### config.mk
export PLATFORM = sky130hd
export DESIGN_NAME = mwc_entry_cmp
export DESIGN_NICKNAME = d
export VERILOG_FILES = /design/src/rtl/mwc_entry_cmp.sv
export SDC_FILE = /design/constraint.sdc
export NUM_CORES = 1
export LEC_CHECK = 0
export BUFFER_PORTS_ARGS = -buffer_cell sky130_fd_sc_hd__clkbuf_2
export CAP_MARGIN = 20
export CORE_AREA = 2 2 52 54
export DETAILED_ROUTE_END_ITERATION = 12
export DIE_AREA = 0 0 54 56
export PLACE_DENSITY = 0.94
export SETUP_SLACK_MARGIN = 0.1
export SLEW_MARGIN = 20
export SYNTH_ARGS = -nofsm -noshare
export SYNTH_HDL_FRONTEND = slang
export SYNTH_SLANG_ARGS = --single-unit
### constraint.sdc
create_clock -name vclk -period 3.4
set_input_delay 0.68 -clock vclk [all_inputs]
set_output_delay 0.68 -clock vclk [all_outputs]
set_load 0.01 [all_outputs]
### src/rtl/mwc_entry_cmp.sv
// mwc_entry_cmp: address/data compare of the current store against one expectation entry.
module mwc_entry_cmp #(
    parameter int n = 32
) (
    input  logic         entry_valid,
    input  logic         entry_matched,
    input  logic [n-1:0] entry_addr,
    input  logic [n-1:0] entry_data,
    input  logic [n-1:0] dataadr,
    input  logic [n-1:0] writedata,
    output logic         addr_hit,
    output logic         data_hit
);

    // Only still-open entries can be hit; satisfied or unused entries stay silent.
    assign addr_hit = entry_valid && !entry_matched && (entry_addr == dataadr);
    assign data_hit = addr_hit && (entry_data == writedata);

endmodule

Word-level counts from Yosys, hierarchy flattened

Index checks and enable logic that the tools add are counted.

Bits in registers: 0

Reduce and logical (&&, ||, !) cells: 4
Eq/ne operators: 2

Operators by type and width:

| cell                 | count |
|---|---|
| equality test 32 bit | 2 |
| logical AND 1 bit    | 3 |
| zero test 1 bit      | 1 |

Logic depth before layout (Yosys ltp)

Gate-level depths: netlist (run 1).

Depth in word-level cells: 4
Gate-level depth with buffers: 5
Mapped depth without buffers: 5

Worst setup path before layout (run 1)

OpenSTA, ideal clock, no wires.

Kind: input port to output port
Start point: input dataadr[3]
End point: output data_hit
Setup slack: 1.050 ns
Required time: 2.720 ns
Path buffers: 0
Cell stages on the path: 5
Data arrival time: 1.670 ns
Cell sequence: xnor2_1 > nand4_1 > nor4b_2 > nand4_1 > nor4_2

Cells in the longest elaborated chain, start to end: 3

RTL lines:

| item                 | line | text |
|---|---|---|
| from (decl)          | 9    | `input logic [n-1:0] dataadr,` |
| equality test 32 bit | 16   | `assign addr_hit = entry_valid && !entry_matched && (entry_addr == dataadr);` |
| logical AND 1 bit    | 16   |  |
| logical AND 1 bit    | 17   | `assign data_hit = addr_hit && (entry_data == writedata);` |
| to (decl)            | 12   | `output logic data_hit` |

No other way between the ends.

Final worst setup path (run 1)

Start point: input dataadr[5]
End point: output data_hit

The elaborated chain is that of the path after synthesis.

==> qor_table.md, run 1 <==
| Stage | Result | This run |
|:---|:---|:---|
| finish | P&R area growth vs syn | 97.6% |
| sta | Setup TNS | 0 ps |
| drt | Top routing layer in use | met4 |
| finish | Final net count | 351 |
| sta | Count of final setup violators | 0 |
| grt | Pin count of the biggest net entering global routing | 3 |
| placed design | RePlAce Congestion | 0.722 |
| placed design | Input/output buffers | 132 |
| floorplan | Initial Utilization | 29.4% |
| sta | Highest attainable clock frequency | 0.367 GHz |
| grt | Total global routing overflow | 0 |
| floorplan | Die height | 56 µm |
| critical path | Startpoint type of the worst setup path | input port |
| yosys | Synth Instances | 87 |
| sta | Part of the cycle the worst path needs | 80.0% |
| floorplan | Die span in x | 54 µm |
| yosys | List of most frequent post-synthesis cells | sky130_fd_sc_hd__xor2_1 (41), sky130_fd_sc_hd__xnor2_1 (23), sky130_fd_sc_hd__nor4_1 (11) |
| critical path | Nature of the critical path endpoint | primary output |
| sta | Tmin final | 2720 ps |
| critical path | Max stage delay on crit path | 360 ps |
| power and ir drop | Overall power | 153 µW |
| sta | Final critical-path setup slack | 679 ps |
| sta | Number of hold violations in the final report | 0 |
| drt | Final Routed Wirelength | 2570 µm |
| yosys | Cell area after synthesis | 716 µm² |
| finish | Filler cells | 240 |
| cts | Post-CTS Repair Setup Buffers | 0 |
| sta | Pin slew with the least headroom to its limit | 323 ps |
| placed design | Placement-stage cell area | 1410 µm² |
| drt | Sum of met3 wire segment lengths after detailed routing | 322 µm |
| drt | WL/cell | 10.3 µm |
| floorplan | Boundary Pins | 132 |
| yosys | Per-instance average area after synthesis | 8.23 µm² |
| drt | M1 wire length | 758 µm |
| critical path | Standard cell with the maximum stage delay on the critical path | sky130_fd_sc_hd__nor4_1 |
| job | Maxcap violations | 0 |
| yosys | Library cell with the largest summed area after synthesis | sky130_fd_sc_hd__xor2_1 |
| grt | Initial antenna violation count | 0 |
| power and ir drop | Leak | 0.784 nW |
| finish | Antenna cell count | 0 |
| finish | Sequential cell area | 0 µm² |
| drt | DRC viols | 0 |
| drt | Post-DR vias/cell | 4.51 |
| grt | Wire length of the first global-routing pass | 3840 µm |
| critical path | Setup Crit Path Kind | in2out |
| hold path | HP Class | in2out |
| yosys | Share of the yosys chip area belonging to registers | 0% |
| finish | Design Area, Final | 1410 µm² |
| cts | Number of buffers inserted for hold repair after clock tree synthesis | 0 |
| critical path | Largest driver fanout on the critical path | 2 |
| grt | GR Util All Layers | 15.8% |
| cts | Resize count post-CTS | 0 |
| finish | Area occupied by multi-input gates | 716 µm² |
| placed design | Post-detailed-placement half-perimeter wirelength | 2540 µm |
| floorplan | Floorplan die area | 3020 µm² |
| sta | Pins Over Slew Limit | 0 |
| floorplan | Core ar. | 2430 µm² |
| yosys | Net count of the mapped netlist | 217 |
| outcome | Status | complete, no violations |
| sta | Final hold slack | 1770 ps |
| floorplan | Site Rows | 18 |
| power and ir drop | Worst VDD drop | 0.0000666 V |
| drt | Met2 wire length | 1480 µm |
| finish | # clk buffers | 0 |
| yosys | Top area cells in the synthesized netlist | sky130_fd_sc_hd__xor2_1 (50%), sky130_fd_sc_hd__xnor2_1 (28%), sky130_fd_sc_hd__nor4_1 (9.6%), sky130_fd_sc_hd__nand4_1 (7.0%), sky130_fd_sc_hd__nor4b_2 (2.1%) |
| grt | Vias in the first global route | 1124 |
| drt | Detailed Routing Iterations Pass 1 | 4 |
| critical path | Required time at the worst-slack endpoint | 2720 ps |
| yosys | Fraction of post-synthesis cell area in the top cell type by area | 50.2% |
| drt | Violation count after the first detailed-route iteration | 5 |
| finish | Share of cells above drive strength 1 | 61.2% |
| drt | Antenna-violating nets left | 0 |
| sta | Slew margin rel. | 78.3% |
| yosys | Number of warnings printed during yosys synthesis | 0 |
| critical path | CP Cell Sequence | clkbuf_2 -> xnor2_1 -> nand4_1 -> nor4_1 -> nand4_1 -> nor4_2 -> clkbuf_2 |
| yosys | Most common cell in the netlist | sky130_fd_sc_hd__xor2_1 |
| sta | RSZ-0062 raised after global routing | no |
| critical path | Crit path DAT | 2040 ps |
| power and ir drop | Total power divided by cell area | 108 nW/µm² |
| drt | Total number of vias | 1124 |
| finish | Seq_cells | 0 |
| placed design | DP Worst Slack | 640 ps |
| yosys | Post-synth cell types | 8 |
worst max-delay path: cells and delay by family:
family | cells | cell delay (ps)
simple gates | 4 | 960
buf+inv | 2 | 260
xor+xnor | 1 | 150
layer usage:
layer	GRT usage, %	up-vias
met4	1.79	0
met5	0	-
met2	35.5	68
li1	-	568
met1	13.1	486
met3	2.15	2
cells by family after synthesis:
| logic type | after synthesis | synth area share [%] |
|---|---|---|
| xor+xnor | 64 | 78.3 |
| simple gates | 23 | 21.7 |
placed cells by master, fill, tap and decap left out, drive strengths merged:
| master | Yosys | final |
|---|---|---|
| clkbuf | 0 | 132 |
| xor2 | 41 | 41 |
| xnor2 | 23 | 23 |
| nor4 | 12 | 12 |
| nand4 | 8 | 8 |
| nand3 | 1 | 1 |
| nor4b | 1 | 1 |
| nor2 | 1 | 1 |
per-stage QoR:
| stage | cells | utilization, % |
|---|---|---|
| floorplan | 87 | - |
| global placement | 249 | 58.1 |
| detailed placement | 249 | 58.1 |
| CTS | 249 | 58.1 |
| global route | 249 | 58.1 |
| finish | 249 | 58.1 |
layout make-up:
cell class         count  share of cell area (%)
well taps             30                    2.65
repair buffers       132                    46.7
multi-input cells     87                    50.6
final timing paths:
kind     startpoint        to  slack, ps  depth (start not counted)
max      dataadr[5]  data_hit        680                          7
min   entry_addr[4]  data_hit       1770                          5
report_power, final:
group	internal [mW]	switching, mW	leakage (nW)
Combinational	0.0944	0.0582	0.784
Clock	0	0	0
Sequential	0	0	0
(Power assumes the default switching activity.)
==> run 2: changes to the inputs <==
--- a/config.mk
+++ b/config.mk
@@ -7,10 +7,10 @@
 export LEC_CHECK = 0
 export BUFFER_PORTS_ARGS = -buffer_cell sky130_fd_sc_hd__clkbuf_2
 export CAP_MARGIN = 20
-export CORE_AREA = 2 2 52 54
+export CORE_AREA = 2 2 54 56
 export DETAILED_ROUTE_END_ITERATION = 12
-export DIE_AREA = 0 0 54 56
-export PLACE_DENSITY = 0.94
+export DIE_AREA = 0 0 56 58
+export PLACE_DENSITY = 0.88
 export SETUP_SLACK_MARGIN = 0.1
 export SLEW_MARGIN = 20
 export SYNTH_ARGS = -nofsm -noshare
==> constraint.sdc (replaced) <==
create_clock -name vclk -period 2.7
set_input_delay 0.54 -clock vclk [all_inputs]
set_output_delay 0.54 -clock vclk [all_outputs]
set_load 0.01 [all_outputs]
==> qor_table.md, run 2 (synthesized netlist as in run 1, its figures left out) <==
| Stage | Result | This run | Delta |
|:---|:---|:---|:---|
| finish | Leading cell type in the layout, fill and taps excluded | sky130_fd_sc_hd__clkbuf_2 |  |
| grt | Wire length of the first global-routing pass | 4110 µm | +6.8% |
| finish | Filler cells | 275 | +15% |
| power and ir drop | Worst VDD drop | 0.0000850 V | +28% |
| sta | Final critical-path setup slack | 298 ps | -380 ps |
| floorplan | Die height | 58 µm | +3.6% |
| finish | # clk buffers | 0 | unchanged |
| drt | Final Routed Wirelength | 2740 µm | +6.5% |
| drt | WL/cell | 10.9 µm | +6.1% |
| drt | M1 wire length | 828 µm | +9.2% |
| sta | Number of hold violations in the final report | 0 | unchanged |
| grt | GR Util All Layers | 15.1% | -0.67 points |
| finish | P&R area growth vs syn | 97.7% | about the same |
| drt | Detailed Routing Iterations Pass 1 | 4 | unchanged |
| placed design | Post-placement cell count | 250 | +0.40% |
| drt | Violation count after the first detailed-route iteration | 8 | +3 |
| critical path | Standard cell with the maximum stage delay on the critical path | sky130_fd_sc_hd__nor4_1 |  |
| grt | Total global routing overflow | 0 | unchanged |
| critical path | Crit path DAT | 1860 ps | -180 ps |
| finish | Most used cells in the layout excluding fill and tap cells | sky130_fd_sc_hd__clkbuf_2 (132), sky130_fd_sc_hd__xor2_1 (41), sky130_fd_sc_hd__xnor2_1 (23), sky130_fd_sc_hd__nor4_1 (11), sky130_fd_sc_hd__nand4_1 (8) |  |
| hold path | Instance count along the most critical hold path | 5 | unchanged |
| drt | Met2 wire length | 1600 µm | +8.5% |
| hold path | Hold Startpoint | entry_matched |  |
| sta | Pins Over Slew Limit | 0 | unchanged |
| finish | Post-Route Utilization | 53.1% | -5.0 points |
| sta | RSZ-0062 raised after global routing | no |  |
| power and ir drop | Overall power | 195 µW | +28% |
| floorplan | Boundary Pins | 132 | unchanged |
| sta | Count of final setup violators | 0 | unchanged |
| finish | Sequential cell area | 0 µm² | unchanged |
| finish | Share of cells above drive strength 1 | 61.2% | unchanged |
| grt | Initial antenna violation count | 0 | unchanged |
| finish | Seq_cells | 0 | unchanged |
| hold path | HP Class | in2out |  |
| floorplan | Die span in x | 56 µm | +3.7% |
| grt | Vias in the first global route | 1188 | +5.7% |
| floorplan | Core ar. | 2660 µm² | +9.5% |
| finish | Final net count | 351 | unchanged |
| floorplan | Initial Utilization | 26.9% | -2.5 points |
| sta | Highest attainable clock frequency | 0.416 GHz |  |
| critical path | Logic depth of the worst setup path including buffers | 7 | unchanged |
| critical path | Nature of the critical path endpoint | primary output |  |
| critical path | Setup Crit Path Kind | in2out |  |
| finish | Filler-free cell count of the finished design | 250 | +0.40% |
| power and ir drop | Leak | 0.784 nW | unchanged |
| hold path | Worst Hold Path EP | addr_hit |  |
| critical path | CP Cell Sequence | clkbuf_2 -> xnor2_1 -> nand4_1 -> nor4_1 -> nand4_1 -> nor4_2 -> clkbuf_2 |  |
| sta | Tmin final | 2400 ps |  |
| placed design | DP Worst Slack | 237 ps | -404 ps |
| floorplan | Site Rows | 19 | +1 |
| critical path | Startpoint type of the worst setup path | input port |  |
| placed design | Input/output buffers | 132 | unchanged |
| sta | Slew margin rel. | 81.2% | +2.9 points |
| critical path | Max stage delay on crit path | 330 ps | -30 ps |
| sta | Final hold slack | 1500 ps | -269 ps |
| cts | Resize count post-CTS | 0 | unchanged |
| sta | Part of the cycle the worst path needs | 88.9% |  |
| placed design | Post-detailed-placement half-perimeter wirelength | 2710 µm | +6.9% |
| critical path | Largest driver fanout on the critical path | 2 | unchanged |
| grt | Pin count of the biggest net entering global routing | 3 | unchanged |
| critical path | Combined buffer and inverter count along the critical path | 2 | unchanged |
| drt | Antenna-violating nets left | 0 | unchanged |
| cts | Number of buffers inserted for hold repair after clock tree synthesis | 0 | unchanged |
| drt | Post-DR vias/cell | 4.62 | +2.3% |
| outcome | Status | complete, no violations |  |
| finish | Design Area, Final | 1420 µm² | about the same |
| placed design | RePlAce Congestion | 0.754 | +4.5% |
| drt | Total number of vias | 1154 | +2.7% |
| critical path | Required time at the worst-slack endpoint | 2160 ps | -560 ps |
| drt | Sum of met3 wire segment lengths after detailed routing | 275 µm | -15% |
| finish | Antenna cell count | 0 | unchanged |
| sta | Setup TNS | 0 ps | unchanged |
| critical path | Cell family contributing the most delay on the critical path | simple AND/OR/NAND/NOR gates |  |
| floorplan | Floorplan die area | 3250 µm² | +7.4% |
| job | Maxcap violations | 0 | unchanged |
| placed design | Placement-stage cell area | 1420 µm² | about the same |
| cts | Post-CTS Repair Setup Buffers | 0 | unchanged |
| drt | DRC viols | 0 | unchanged |
| power and ir drop | Total power divided by cell area | 138 nW/µm² | +27% |
| sta | Pin slew with the least headroom to its limit | 280 ps | -43.4 ps |
| drt | Top routing layer in use | met4 |  |
## run 2: cell counts in the layout (fill, tap and decap cells not counted)
Identical to the previous run, type by type.
## run 2: how the worst max path moves through the flow
stage                start        to  slack (ps)
2_1_floorplan   dataadr[3]  data_hit         630
3_3_place_gp   dataadr[11]  data_hit         240
3_5_place_dp   dataadr[11]  data_hit         240
4_1_cts        dataadr[11]  data_hit         240
5_1_grt         dataadr[5]  data_hit         130
6_report       dataadr[11]  data_hit         300
## run 2: final cells by class
type                            count  area, µm²  share of cell area (%)
Multi-Input combinational cell     87        716                    50.6
Tap cell                           31       38.8                    2.74
Timing Repair Buffer              132        661                    46.7
## run 2: power by group
part	switching, mW	internal (mW)	leakage (nW)
Combinational	0.0757	0.119	0.784
Clock	0	0	0
Sequential	0	0	0
Total	0.0757	0.119	0.784
## run 2: tightest hold or removal path, stage by stage
cell and delay, ps:
sky130_fd_sc_hd__clkbuf_2 80, sky130_fd_sc_hd__nor4b_2 40, sky130_fd_sc_hd__nand4_1 120, sky130_fd_sc_hd__nor2_1 60, sky130_fd_sc_hd__clkbuf_2 120
## run 2: per-layer routing
layer	vias up	global-route usage, %
li1	568	-
met1	511	12.5
met2	71	34.1
met3	4	3.35
met4	0	4.08
met5	-	0
